### src/rtl/regfile_wb_arbiter_if.sv
// Write-back handshake bundle: ALU and load result
// channels in, register file write port out.
interface regfile_wb_arbiter_if #(
  parameter int n = 32,
  parameter int r = 5
);
  logic         alu_valid;
  logic         alu_ready;
  logic [r-1:0] alu_wa;
  logic [n-1:0] alu_wd;
  logic         mem_valid;
  logic         mem_ready;
  logic [r-1:0] mem_wa;
  logic [n-1:0] mem_wd;
  logic         we3;
  logic [r-1:0] wa3;
  logic [n-1:0] wd3;

  modport master (
    output alu_valid, alu_wa, alu_wd,
    output mem_valid, mem_wa, mem_wd,
    input  alu_ready, mem_ready,
    input  we3, wa3, wd3
  );

  modport slave (
    input  alu_valid, alu_wa, alu_wd,
    input  mem_valid, mem_wa, mem_wd,
    output alu_ready, mem_ready,
    output we3, wa3, wd3
  );
endinterface

### src/rtl/regfile_wb_arbiter.sv
// Register file write-back arbiter: in-order write queue
// draining one write per cycle. REGFILE_WB_FWD_EN adds q_ra lookup.
module regfile_wb_arbiter #(
  parameter int n     = 32,
  parameter int r     = 5,
  parameter int DEPTH = 4
) (
  input  logic                       clk,
  input  logic                       rst_n,
  regfile_wb_arbiter_if.slave        bus,
  output logic [$clog2(DEPTH+1)-1:0] count,
  output logic                       full,
  input  logic [r-1:0]               q_ra,
  output logic                       q_hit,
  output logic [n-1:0]               q_data
);
  localparam int AW = $clog2(DEPTH);
  localparam int CW = $clog2(DEPTH+1);
  localparam logic [CW-1:0] FULL_CNT = CW'(DEPTH);

  logic [r-1:0]  wa_q [DEPTH];
  logic [n-1:0]  wd_q [DEPTH];
  logic [AW-1:0] rd_ptr;
  logic [AW-1:0] wr_ptr;
  logic          mem_fire;
  logic          alu_fire;
  logic          push;
  logic          pop;
  logic [r-1:0]  in_wa;
  logic [n-1:0]  in_wd;

  // Fixed priority: loads win; readiness only from registered full
  always_comb begin
    full          = (count == FULL_CNT);
    bus.mem_ready = !full;
    bus.alu_ready = !full && !bus.mem_valid;
    mem_fire      = bus.mem_valid && bus.mem_ready;
    alu_fire      = bus.alu_valid && bus.alu_ready;
    in_wa         = mem_fire ? bus.mem_wa : bus.alu_wa;
    in_wd         = mem_fire ? bus.mem_wd : bus.alu_wd;
    push          = (mem_fire || alu_fire) && (in_wa != '0);
    pop           = (count != '0);
    bus.we3       = pop;
    bus.wa3       = pop ? wa_q[rd_ptr] : '0;
    bus.wd3       = pop ? wd_q[rd_ptr] : '0;
  end

  // Queue pointers and occupancy; the register file never stalls a pop
  always_ff @(posedge clk) begin
    if (!rst_n) begin
      rd_ptr <= '0;
      wr_ptr <= '0;
      count  <= '0;
    end else begin
      if (push) wr_ptr <= wr_ptr + AW'(1);
      if (pop)  rd_ptr <= rd_ptr + AW'(1);
      count <= count + CW'(push) - CW'(pop);
    end
  end

  // Entry payload storage; validity lives in pointers/count
  always_ff @(posedge clk) begin
    if (push) begin
      wa_q[wr_ptr] <= in_wa;
      wd_q[wr_ptr] <= in_wd;
    end
  end

`ifdef REGFILE_WB_FWD_EN
  logic [DEPTH-1:0] vld;

  // Per-entry valid bits so the lookup sees only queued writes
  always_ff @(posedge clk) begin
    if (!rst_n) begin
      vld <= '0;
    end else begin
      if (pop)  vld[rd_ptr] <= 1'b0;
      if (push) vld[wr_ptr] <= 1'b1;
    end
  end

  // Scan oldest to youngest so the youngest match wins
  always_comb begin
    logic [AW-1:0] idx;
    idx    = '0;
    q_hit  = 1'b0;
    q_data = '0;
    for (int i = 0; i < DEPTH; i++) begin
      idx = rd_ptr + AW'(i);
      if (vld[idx] && (wa_q[idx] == q_ra) && (q_ra != '0)) begin
        q_hit  = 1'b1;
        q_data = wd_q[idx];
      end
    end
  end
`else
  logic unused_q_ra;

  // Lookup disabled: outputs tied off, address ignored
  always_comb begin
    unused_q_ra = ^q_ra;
    q_hit       = 1'b0;
    q_data      = '0;
  end
`endif
endmodule

### src/flat_wrapper.sv
// flat-port wrapper written by rule: the top's interface ports become plain ports
module regfile_wb_arbiter_flat 
#(
  parameter int n     = 32,
  parameter int r     = 5,
  parameter int DEPTH = 4
)
  (clk, rst_n, count, full, q_ra, q_hit, q_data, bus_alu_valid, bus_alu_wa, bus_alu_wd, bus_mem_valid, bus_mem_wa, bus_mem_wd, bus_alu_ready, bus_mem_ready, bus_we3, bus_wa3, bus_wd3);
  regfile_wb_arbiter_if #(.n(n), .r(r)) bus_i ();
  input  logic clk;
  input  logic rst_n;
  output logic [$clog2(DEPTH+1)-1:0] count;
  output logic full;
  input  logic [r-1:0] q_ra;
  output logic q_hit;
  output logic [n-1:0] q_data;
  input wire logic [$bits(bus_i.alu_valid)-1:0] bus_alu_valid;
  input wire logic [$bits(bus_i.alu_wa)-1:0] bus_alu_wa;
  input wire logic [$bits(bus_i.alu_wd)-1:0] bus_alu_wd;
  input wire logic [$bits(bus_i.mem_valid)-1:0] bus_mem_valid;
  input wire logic [$bits(bus_i.mem_wa)-1:0] bus_mem_wa;
  input wire logic [$bits(bus_i.mem_wd)-1:0] bus_mem_wd;
  output wire logic [$bits(bus_i.alu_ready)-1:0] bus_alu_ready;
  output wire logic [$bits(bus_i.mem_ready)-1:0] bus_mem_ready;
  output wire logic [$bits(bus_i.we3)-1:0] bus_we3;
  output wire logic [$bits(bus_i.wa3)-1:0] bus_wa3;
  output wire logic [$bits(bus_i.wd3)-1:0] bus_wd3;
  assign bus_i.alu_valid = bus_alu_valid;
  assign bus_i.alu_wa = bus_alu_wa;
  assign bus_i.alu_wd = bus_alu_wd;
  assign bus_i.mem_valid = bus_mem_valid;
  assign bus_i.mem_wa = bus_mem_wa;
  assign bus_i.mem_wd = bus_mem_wd;
  assign bus_alu_ready = bus_i.alu_ready;
  assign bus_mem_ready = bus_i.mem_ready;
  assign bus_we3 = bus_i.we3;
  assign bus_wa3 = bus_i.wa3;
  assign bus_wd3 = bus_i.wd3;
  regfile_wb_arbiter #(.n(n), .r(r), .DEPTH(DEPTH)) u_core (.clk(clk), .rst_n(rst_n), .bus(bus_i), .count(count), .full(full), .q_ra(q_ra), .q_hit(q_hit), .q_data(q_data));
endmodule
### config.mk
export PLATFORM = sky130hd
export DESIGN_NAME = regfile_wb_arbiter_flat
export DESIGN_NICKNAME = d
export VERILOG_FILES = /design/src/rtl/regfile_wb_arbiter_if.sv /design/src/rtl/regfile_wb_arbiter.sv /design/src/flat_wrapper.sv
export SDC_FILE = /design/constraint.sdc
export NUM_CORES = 1
export LEC_CHECK = 0
export CAP_MARGIN = 30
export CORE_UTILIZATION = 50
export DETAILED_ROUTE_END_ITERATION = 10
export HOLD_SLACK_MARGIN = 0.1
export PLACE_DENSITY = 0.8
export SYNTH_ARGS = -nofsm -noshare
export SYNTH_HDL_FRONTEND = slang
export SYNTH_SLANG_ARGS = --single-unit
### constraint.sdc
create_clock -name clk -period 2.5 [get_ports clk]
set_input_delay 0.5 -clock clk [delete_from_list [all_inputs] [get_ports clk]]
set_output_delay 0.5 -clock clk [all_outputs]
set_load 0.01 [all_outputs]
==> reports/results.md <==
| Step | Metric | Value |
|:---|:---|:---|
| timing | Final hold violations | 0 |
| power | Pleak | 3.27 nW |
| yosys | Mean Syn Cell Area | 19.1 µm² |
| placed design | Detailed Place HPWL | 7790 µm |
| finish | Number of nets in the finished design | 604 |
| hold path | Type of the most critical hold path | reg2reg |
| clock network | Sink count of the clock tree | 157 |
| yosys | Area of the mapped netlist | 6980 µm² |
| timing | Minimum clock period after layout | 2.44 ns |
| finish | FILL cells | 918 |
| yosys | Ranking of synthesized cells by area | sky130_fd_sc_hd__edfxtp_1 (64%), sky130_fd_sc_hd__mux4_2 (12%), sky130_fd_sc_hd__mux2_4 (6.5%) |
| floorplanning | Total die area | 14,400 µm² |
| yosys | Number of enable-type register cells in the synthesized netlist | 148 |
| timing | Maximum clock frequency | 0.410 GHz |
| drt | DR WL/cell | 18.1 µm |
| timing | Finish-stage setup viols | 0 |
| floorplanning | Starting utilization of the core area | 0.519 |
| yosys | Synthesized instance count | 366 |
| power | Power density over the cells | 1090 nW/µm² |
| yosys | Number of distinct standard cells referenced by the synthesized netlist | 30 |
| global route | GRT Residual Overflow | 0 |
| yosys | Sequential area share after synthesis | 0.663 |
| power | Switching Fraction | 0.288 |
| clock network | Clock-pin slew on the worst setup and hold paths | 0.05 ns |
| finish | Relative area change from synthesis to final layout | 29.2% |
| timing | Unrepaired setup endpoints after global routing | no |
| clock network | CTS Buffer Depth | 2 |
| drt | Residual antenna-violating net count after detailed routing | 0 |
| yosys | Register bit total from synthesis | 157 |
| global route | Antenna violations before repair | 0 |
| clock network | Clock tree from TritonCTS | done |
| setup path | Delay contributed by the slowest stage of the critical path | 0.49 ns |
| clock network | Root buffer cell | sky130_fd_sc_hd__clkbuf_16 |
| drt | 1st-iter DRT viols | 253 |
| finish | Number of antenna repair diodes | 0 |
| setup path | Reg2Reg Depth | 9 |
| placed design | Number of cells in the design after placement | 662 |
| yosys | Yosys synthesis warning count | 0 |
| setup path | Critical path class | reg2out |
| timing | Final worst-path cycle share | 0.976 |
| setup path | Cell chain of the critical path | buf_6, bufbuf_16, mux4_2, and2_1, buf_2 |
| yosys | Post-synth ARST share | 0 |
| floorplanning | Die X | 120 µm |
| finish | Sequential standard cell area | 4630 µm² |
| yosys | Post-synth top flop | sky130_fd_sc_hd__edfxtp_1 |
| setup path | Beginning of the worst register-to-register path | u_core.count[2]$_SDFF_PN0_ |
| finish | Final non-filler cell total | 703 |
| clock network | Post-cts hold buffer count | 0 |
| global route | Overall Global Routing Usage | 0.192 |
| power | Register share of total power | 0.364 |
| power | Internal power consumption | 7.01 mW |
| timing | Maximum clock skew at final layout | 0.00896 ns |
| yosys | Dominant cell by count in the synthesized netlist | sky130_fd_sc_hd__edfxtp_1 |
| floorplanning | I/O pins | 160 |
| clock network | Cts bufs inserted | 17 |
| drt | Post-detailed-route DRC marker count | 0 |
| setup path | Largest fanout of any net on the critical path | 4 |
| clock network | Number of levels in the clock H-tree | 4 |
| finish | Combined area of the multi-input logic cells | 2040 µm² |
| yosys | Cell type with the highest aggregate area in the netlist | sky130_fd_sc_hd__edfxtp_1 |
| placed design | Number of buffers added on ports | 121 |
| setup path | Endpoint of the most critical register-to-register path | u_core.count[2]$_SDFF_PN0_ |
| power | Part of the power in combinational logic | 0.394 |
| hold path | Hold worst-path end | u_core.wr_ptr[0]$_SDFFE_PN0P_ |
| run status | Outcome | finished, final reports clean |
| drt | Router iterations before antenna repair | 4 |
| global route | Largest net degree at the start of global routing | 40 |
| clock network | Worst-skew pair later-pin latency | 0.42 ns |
| hold path | Beginning of the worst hold path | u_core.wr_ptr[0]$_SDFFE_PN0P_ |
| power | Clock share of power | 0.243 |
| placed design | Post-Place Setup Slack | 0.0347 ns |
| floorplanning | Vertical die dimension | 120 µm |
| setup path | Critical path's slowest cell | sky130_fd_sc_hd__mux4_2 |
| drt | Detailed-route vias per instance | 5.12 |
| drt | Total via count after detailed routing | 3,600 |
| global route | Via count of the first global-routing pass | 3,768 |
| global route | Wire length of the first global-routing pass | 19,900 µm |
| floorplanning | Floorplan Core Area | 13,500 µm² |
| power | Largest voltage drop on the vdd net | 0.688 mV |
| placed design | GP Congestion | 0.666 |
| yosys | Post-synth top area share | 0.637 |
| drt | Total Wirelength | 12,700 µm |
| job | Count of maximum capacitance violations | 0 |
| setup path | Startpoint types | flop |
| setup path | Setup slack on the worst flop-to-flop path | 0.27 ns |
| power | Net switching power | 2.83 mW |
| setup path | Arrival time of the worst setup path | 1.94 ns |
| floorplanning | Placement row count | 42 |
| finish | Fraction of layout instances using a drive strength above 1 | 0.315 |
| timing | Worst path setup slack after routing | 0.0605 ns |
| timing | Final Slew Violations | 0 |
| yosys | Synth cell count leaders | sky130_fd_sc_hd__edfxtp_1 (148), sky130_fd_sc_hd__and2_1 (44), sky130_fd_sc_hd__mux4_2 (37) |
| hold path | Hold path cells | 2 |
| setup path | Worst Path Required | 2.00 ns |
| setup path | Type of destination of the critical path | output pin |
==> power by group through the flow <==
| stage | clock [mW] | sequential (mW) | combinational (mW) |
|---|---|---|---|
| 2_1_floorplan | 0 | 3.59 | 2.32 |
| 3_3_place_gp | 0 | 3.59 | 3.79 |
| 3_5_place_dp | 0 | 3.63 | 3.84 |
| 4_1_cts | 2.43 | 3.58 | 3.88 |
| 5_1_grt | 2.53 | 3.61 | 4.19 |
| 6_report | 2.39 | 3.58 | 3.87 |
==> cell usage in the layout (no fill, tap or decap), drive strengths merged <==
cell type | netlist | layout
clkdlybuf4s50 | 0 | 84
clkinv | 0 | 4
edfxtp | 148 | 148
fa | 1 | 1
clkinvlp | 0 | 4
clkbuf | 5 | 37
bufbuf | 0 | 1
buf | 46 | 37
bufinv | 0 | 1
mux2 | 37 | 37
nand2 | 8 | 8
clkdlybuf4s15 | 0 | 11
conb | 1 | 33
and2 | 44 | 44
or3 | 1 | 1
a32o | 1 | 1
mux2i | 2 | 2
mux4 | 37 | 37
nor2b | 2 | 2
inv | 6 | 7
and3b | 2 | 2
xnor2 | 3 | 3
dfxtp | 9 | 9
nor2 | 5 | 5
ha | 6 | 6
nor3 | 2 | 2
==> per-stage QoR <==
step | hold WS [ns] | util | total power [mW] | area (µm²) | setup TNS (ns)
2_1_floorplan | 0.468 | - | 5.92 | 7100 | 0
5_1_grt | 0.538 | 0.670 | 10.3 | 9010 | 0
3_3_place_gp | 0.477 | 0.622 | 7.38 | 8370 | 0
6_report | 0.511 | 0.670 | 9.84 | 9010 | 0
3_5_place_dp | 0.504 | 0.622 | 7.47 | 8370 | 0
4_1_cts | 0.512 | 0.670 | 9.88 | 9020 | -0.0955
==> how the worst max path moves through the flow <==
stage | cells past startpoint | endpoint | startpoint | slack [ns]
final | 5 | bus_wd3[30] | flop | 0.06
after global routing | 5 | bus_wd3[15] | flop | 0.002
after CTS | 6 | bus_wa3[2] | flop | -0.1
after detailed placement | 9 | u_core.count[2]$_SDFF_PN0_ | bus_mem_valid | 0.03
after global placement | 9 | u_core.count[2]$_SDFF_PN0_ | bus_mem_valid | 0.10
after floorplan | 7 | u_core.wa_q[2][0]$_DFFE_PP_ | u_core.count[1]$_SDFF_PN0_ | 0.02
==> final cells by class <==
class | instances | area share
flip-flops and latches | 157 | 0.514
repair buffers | 148 | 0.171
clock buffers | 22 | 0.0515
multi-input cells | 184 | 0.227
inverters | 6 | 0.00278
clock inverters | 10 | 0.0103
well taps | 176 | 0.0244
==> critical path: cells and delay by family (launching register included) <==
family,cells,cell delay (ns)
multiplexers,1,0.49
AND/OR/NAND/NOR,1,0.18
buffers and inverters,3,0.50
flip-flops,1,0.37
==> layer usage <==
layer | track usage | vias up | part of all wire
li1 | - | 1642 | -
met1 | 0.236 | 1807 | 0.42
met2 | 0.323 | 135 | 0.51
met3 | 0.0551 | 16 | 0.052
met4 | 0.0688 | 0 | 0.014
met5 | 0 | - | 0
==> state kept, by name, indices dropped and copies added, names as in the netlist, named ones only <==
signal and cells:
u_core.wa_q 20, u_core.wd_q 128, u_core.count 3, u_core.wr_ptr 2, u_core.rd_ptr 2
==> cell families after synthesis <==
group	share of synthesized area
buffers and inverters	0.0647
other	0.000537
adders and majority gates	0.0136
muxes	0.198
and+or+nand+nor	0.0552
xor gates and xnor gates	0.00377
AOI/OAI and AO/OA	0.00143
DFF	0.663
==> repair_timing <==
| item | 4_1_cts | 5_1_grt |
|---|---|---|
| gates cloned | 3 | 1 |
| endpoints found under the setup margin | 37 | 35 |
| setup buffers | 4 | 1 |
| resized for setup | 94 | 33 |
Note: power is estimated with default switching activity, not from simulation.
==> variant 1: new RTL, same flow settings <==
`r` is set to 5 in 3 places; all go to 6.
--- a/src/rtl/regfile_wb_arbiter_if.sv
+++ b/src/rtl/regfile_wb_arbiter_if.sv
@@ -4,3 +4,3 @@
   parameter int n = 32,
-  parameter int r = 5
+  parameter int r = 6
 );
--- a/src/rtl/regfile_wb_arbiter.sv
+++ b/src/rtl/regfile_wb_arbiter.sv
@@ -4,3 +4,3 @@
   parameter int n     = 32,
-  parameter int r     = 5,
+  parameter int r     = 6,
   parameter int DEPTH = 4
--- a/src/flat_wrapper.sv
+++ b/src/flat_wrapper.sv
@@ -4,3 +4,3 @@
   parameter int n     = 32,
-  parameter int r     = 5,
+  parameter int r     = 6,
   parameter int DEPTH = 4
Interface: changed (resized bus_alu_wa, bus_mem_wa, bus_wa3 and q_ra); port bits go from 160 to 164. The function was not compared with the original's and may differ.
==> variant 1 against the unedited design <==
- critical endpoint is now bus_wd3[6]
- worst setup slack lost 0.029 ns
- power grew 2.5%
- non-clock buffer count grew 2
- cell area grew 2.0%
- critical path depth is the same
- sequential cell count grew 4
- wire length grew 2.3%
- largest power group unchanged
- sequential share of layout area grew 0.33 points
- critical path type unchanged
- sequential power grew 3%
- synthesized area grew 1.5%
- register-to-register slack lost 0.07 ns
- maximum frequency shrank 1.2%
- worst hold slack lost 0.0090 ns
==> variant 1: results (changes against the unedited design) <==
outcome finished clean; met1 GRT Util 23.74% (+0.18 points); Leakage Power 0.003326 µW (+1.7%); fillers 921 (+0.33%); Adder-Cell Fraction of Synth Area 1.342% (-0.021 points); complex-gate fraction of the synthesized area 0.3884% (+0.24 points); commonest cells in the netlist edfxtp_1 (152), and2_1 (41), mux4_2 (38); Max IR drop VDD 0.7180 mV (+4.4%); Setup Buffers After CTS 9 (+5); hold slack 0.5021 ns (-0.008973 ns); Mapped Cells 373 (+1.9%); detailed-routing wirelength on met1 5356 µm (-0.32%); gpl congestion 0.7108 (+6.7%); Worst Setup EP bus_wd3[6]; xor/xnor share of the synthesized area 0.3708% (-0.0057 points); clk buf depth 2 (unchanged); number of global-route vias before repair 3921 (+4.1%); top flop regs u_core.wd_q (128), u_core.wa_q (24), u_core.count (3); final instance area 0.009191 mm² (+2.0%); Finished Layout Cells 717 (+2.0%); placed cell areas 0.008548 mm² (+2.1%); synth top area cells edfxtp_1 (64%), mux4_2 (12%), mux2_4 (4.2%); dpl cells 674 (+1.8%); Nets 617 (+2.2%); DR vias/cell 5.148 (+0.53%); post-synthesis mux area share 19.46% (-0.35 points); Cell variety after synth 28 (-6.7%); met3 WL 750 µm (+13%); hold_sp u_core.wr_ptr[1]$_SDFFE_PN0P_; Port-buffer cells 124 (+2.5%); Post-Route WL 13030 µm (+2.3%); drt initial violations 141 (-44%); register area share after synthesis 66.95% (+0.69 points); highest routed metal layer met4; WP data arrival 1.97 ns (+0.03 ns); kind of cell adding the most delay to the critical path multiplexers; first-pass GRT wire length 20260 µm (+1.7%); gr usage total 19.34% (+0.14 points); met2 wire length 6746 µm (+3.6%); placed wire-length estimate 8137 µm (+4.4%); M3 GR Usage 4.605% (-0.91 points); post-CTS sizing 104 (+11%); Max Clock Skew 0.02054 ns (+0.01158 ns); hold path endpoint u_core.wr_ptr[1]$_SDFFE_PN0P_
-- variant 1: through the flow --
stage | power, µW | setup WS, ns
CTS | 10280 | -0.04689
finish | 10090 | 0.03192
global route | 10600 | -0.02285
global placement | 7575 | -0.006256
detailed placement | 7702 | -0.08909
floorplan | 5998 | -0.06184
-- variant 1: cell type report --
cell class                 instances  area share [%]
sequential                       161           51.69
multi-input combinational        187           22.72
timing repair buffer             150           16.44
clock buffer                      20           5.445
tap                              180           2.450
clock inverter                    12          0.9393
inverter                           7          0.3131
-- variant 1: power by group through the flow --
| stage | Sequential, µW | Clock (µW) | Combinational, µW |
|---|---|---|---|
| after floorplan | 3690 | 0 | 2310 |
| after global placement | 3690 | 0 | 3880 |
| after detailed placement | 3730 | 0 | 3970 |
| after CTS | 3680 | 2530 | 4070 |
| after global routing | 3710 | 2630 | 4260 |
| final | 3680 | 2500 | 3910 |
==> variant 2: new RTL, same settings <==
Without the edit above. Register the output `count` once more, without a reset; this adds one clock of latency there. The other outputs are not delayed to match.
--- a/src/rtl/regfile_wb_arbiter.sv
+++ b/src/rtl/regfile_wb_arbiter.sv
@@ -20,2 +20,4 @@
 
+  logic [$clog2(DEPTH+1)-1:0] count_s0;
+
   logic [r-1:0]  wa_q [DEPTH];
@@ -33,3 +35,3 @@
   always_comb begin
-    full          = (count == FULL_CNT);
+    full          = (count_s0 == FULL_CNT);
     bus.mem_ready = !full;
@@ -41,3 +43,3 @@
     push          = (mem_fire || alu_fire) && (in_wa != '0);
-    pop           = (count != '0);
+    pop           = (count_s0 != '0);
     bus.we3       = pop;
@@ -52,3 +54,3 @@
       wr_ptr <= '0;
-      count  <= '0;
+      count_s0 <= '0;
     end else begin
@@ -56,3 +58,3 @@
       if (pop)  rd_ptr <= rd_ptr + AW'(1);
-      count <= count + CW'(push) - CW'(pop);
+      count_s0 <= count_s0 + CW'(push) - CW'(pop);
     end
@@ -105,2 +107,6 @@
 `endif
+  always_ff @(posedge clk) begin
+    count <= count_s0;
+  end
+
 endmodule
Function: changed (a bounded check fails within 4 cycles, from zero or initial values and one cycle with rst_n low).
==> variant 2 against the unedited design <==
- sequential cell count is 3 higher
- cell area is 0.12% lower
- wire length is 3.3% lower
- synthesized area is 0.86% higher
- worst setup slack worse by 0.038 ns
- first-iteration DRC count is 18% lower
- global-route usage is 0.78 points lower
- power is 0.96% lower
- largest cell class unchanged
- largest power group unchanged
==> variant 2: results (changes against the unedited design) <==
Adder-Cell Fraction of Synth Area 1.351% (-0.012 points); post-synthesis mux area share 19.64% (-0.17 points); number of global-route vias before repair 3776 (+0.21%); register area share after synthesis 66.55% (+0.29 points); gr usage total 18.41% (-0.78 points); Port-buffer cells 121 (unchanged); Leakage Power 0.003291 µW (+0.66%); Max IR drop VDD 0.6349 mV (-7.7%); gpl congestion 0.6706 (+0.65%); DR vias/cell 5.143 (+0.44%); drt initial violations 208 (-18%); placed wire-length estimate 7688 µm (-1.3%); switching share of power 28.57% (-0.19 points); met1 GRT Util 22.89% (-0.67 points); synth top area cells edfxtp_1 (63%), mux4_2 (12%), mux2_4 (6.4%); share of layout cells above drive strength 1 30.62% (-0.88 points); Max Clock Skew 0.009076 ns (+0.0001111 ns); Post-Route WL 12310 µm (-3.3%); outcome finished clean; first-pass GRT wire length 19360 µm (-2.8%); GR Layer Usage met2 31.36% (-0.97 points); Cell variety after synth 30 (unchanged); H-tree depth 4 (unchanged); syn_area_per_cell 19.08 µm² (about the same); Setup Total Neg Slack 0 ns (unchanged); M3 GR Usage 4.623% (-0.89 points); top flop regs u_core.wd_q (128), u_core.wa_q (20); fillers 917 (-0.11%); ys async rst share 0% (unchanged); worst-path fanout max 9 (+5); initial antenna violation count 0 (unchanged); Nets 607 (+0.50%); WP data arrival 1.98 ns (+0.04 ns); largest net degree at the start of global routing 41 (+2.5%); Worst-path clk slew 0.06 ns; xor/xnor share of the synthesized area 0.3733% (-0.0032 points); clk buf depth 2 (unchanged); Hold Path Class register to register; complex-gate fraction of the synthesized area 0.1422% (-0.0012 points)
variant 2: critical path, stage by stage (launching register included):
cell,delay (ns)
dfxtp_4,0.41
buf_12,0.16
buf_4,0.12
mux4_2,0.48
and2_4,0.17
clkdlybuf4s15_2,0.22
variant 2: timing repair:
item / 4_1_cts / 5_1_grt
resized for setup: 124 / 14
endpoints found under the hold margin: 0 / 0
buffers inserted: 12 / 0
cloned: 2 / 0
endpoints found under the setup margin: 38 / 27
hold buffers: 0 / 0
variant 2: cells by family (layout without fill, tap and decap cells):
family / count (synthesis) / after routing
flip-flops: 160 / 160
multiplexers: 76 / 76
AND/OR/NAND/NOR: 64 / 64
buffers and inverters: 57 / 185
adder cells (fa/ha/maj): 7 / 7
XOR/XNOR: 3 / 3
other: 1 / 33
AO/OA/AOI/OAI: 1 / 1
variant 2: final cells by class:
type	count	area [µm²]	share of cell area [%]
inverters	6	25.02	0.2779
repair buffers	148	1494	16.59
clock inverters	13	97.59	1.084
clock buffers	18	429.2	4.767
flip-flops and latches	160	4690	52.08
multi-input cells	184	2048	22.75
well taps	176	220.2	2.446
variant 2: worst paths after layout:
check,startpoint,end,slack [ns],cells past startpoint
hold / removal,u_core.count_s0[0]$_SDFF_PN0_,u_core.count[0]$_DFF_P_,0.40,0
setup reg to reg,u_core.count_s0[2]$_SDFF_PN0_,u_core.count_s0[2]$_SDFF_PN0_,0.25,9
hold reg to reg,u_core.count_s0[0]$_SDFF_PN0_,u_core.count[0]$_DFF_P_,0.40,0
setup / recovery,register,bus_wd3[31],0.02,5
variant 2: through the flow:
stage               setup slack [ns]  utilization (%)  power, µW  std cells  area (µm²)
finish                       0.02222            66.67       9748        705        9004
global route                -0.04199            66.67      10260        705        9004
CTS                         -0.06925            67.23       9993        709        9080
detailed placement           0.02407            62.19       7527        664        8399
global placement             0.07012            62.19       7424        664        8399
floorplan                     0.1036                -       5989        401        7159
variant 2: power by group through the flow:
stage / sequential (µW) / clock [µW] / combinational [µW]
floorplan: 3660 / 0 / 2330
detailed placement: 3690 / 0 / 3840
finish: 3650 / 2300 / 3800
global route: 3690 / 2440 / 4130
global placement: 3660 / 0 / 3770
CTS: 3650 / 2330 / 4000
variant 2: per-layer routing:
layer	up-vias	part of all wire [%]
met5	-	0
met1	1807	40
met3	14	6.9
met4	0	1.4
li1	1648	-
met2	157	52
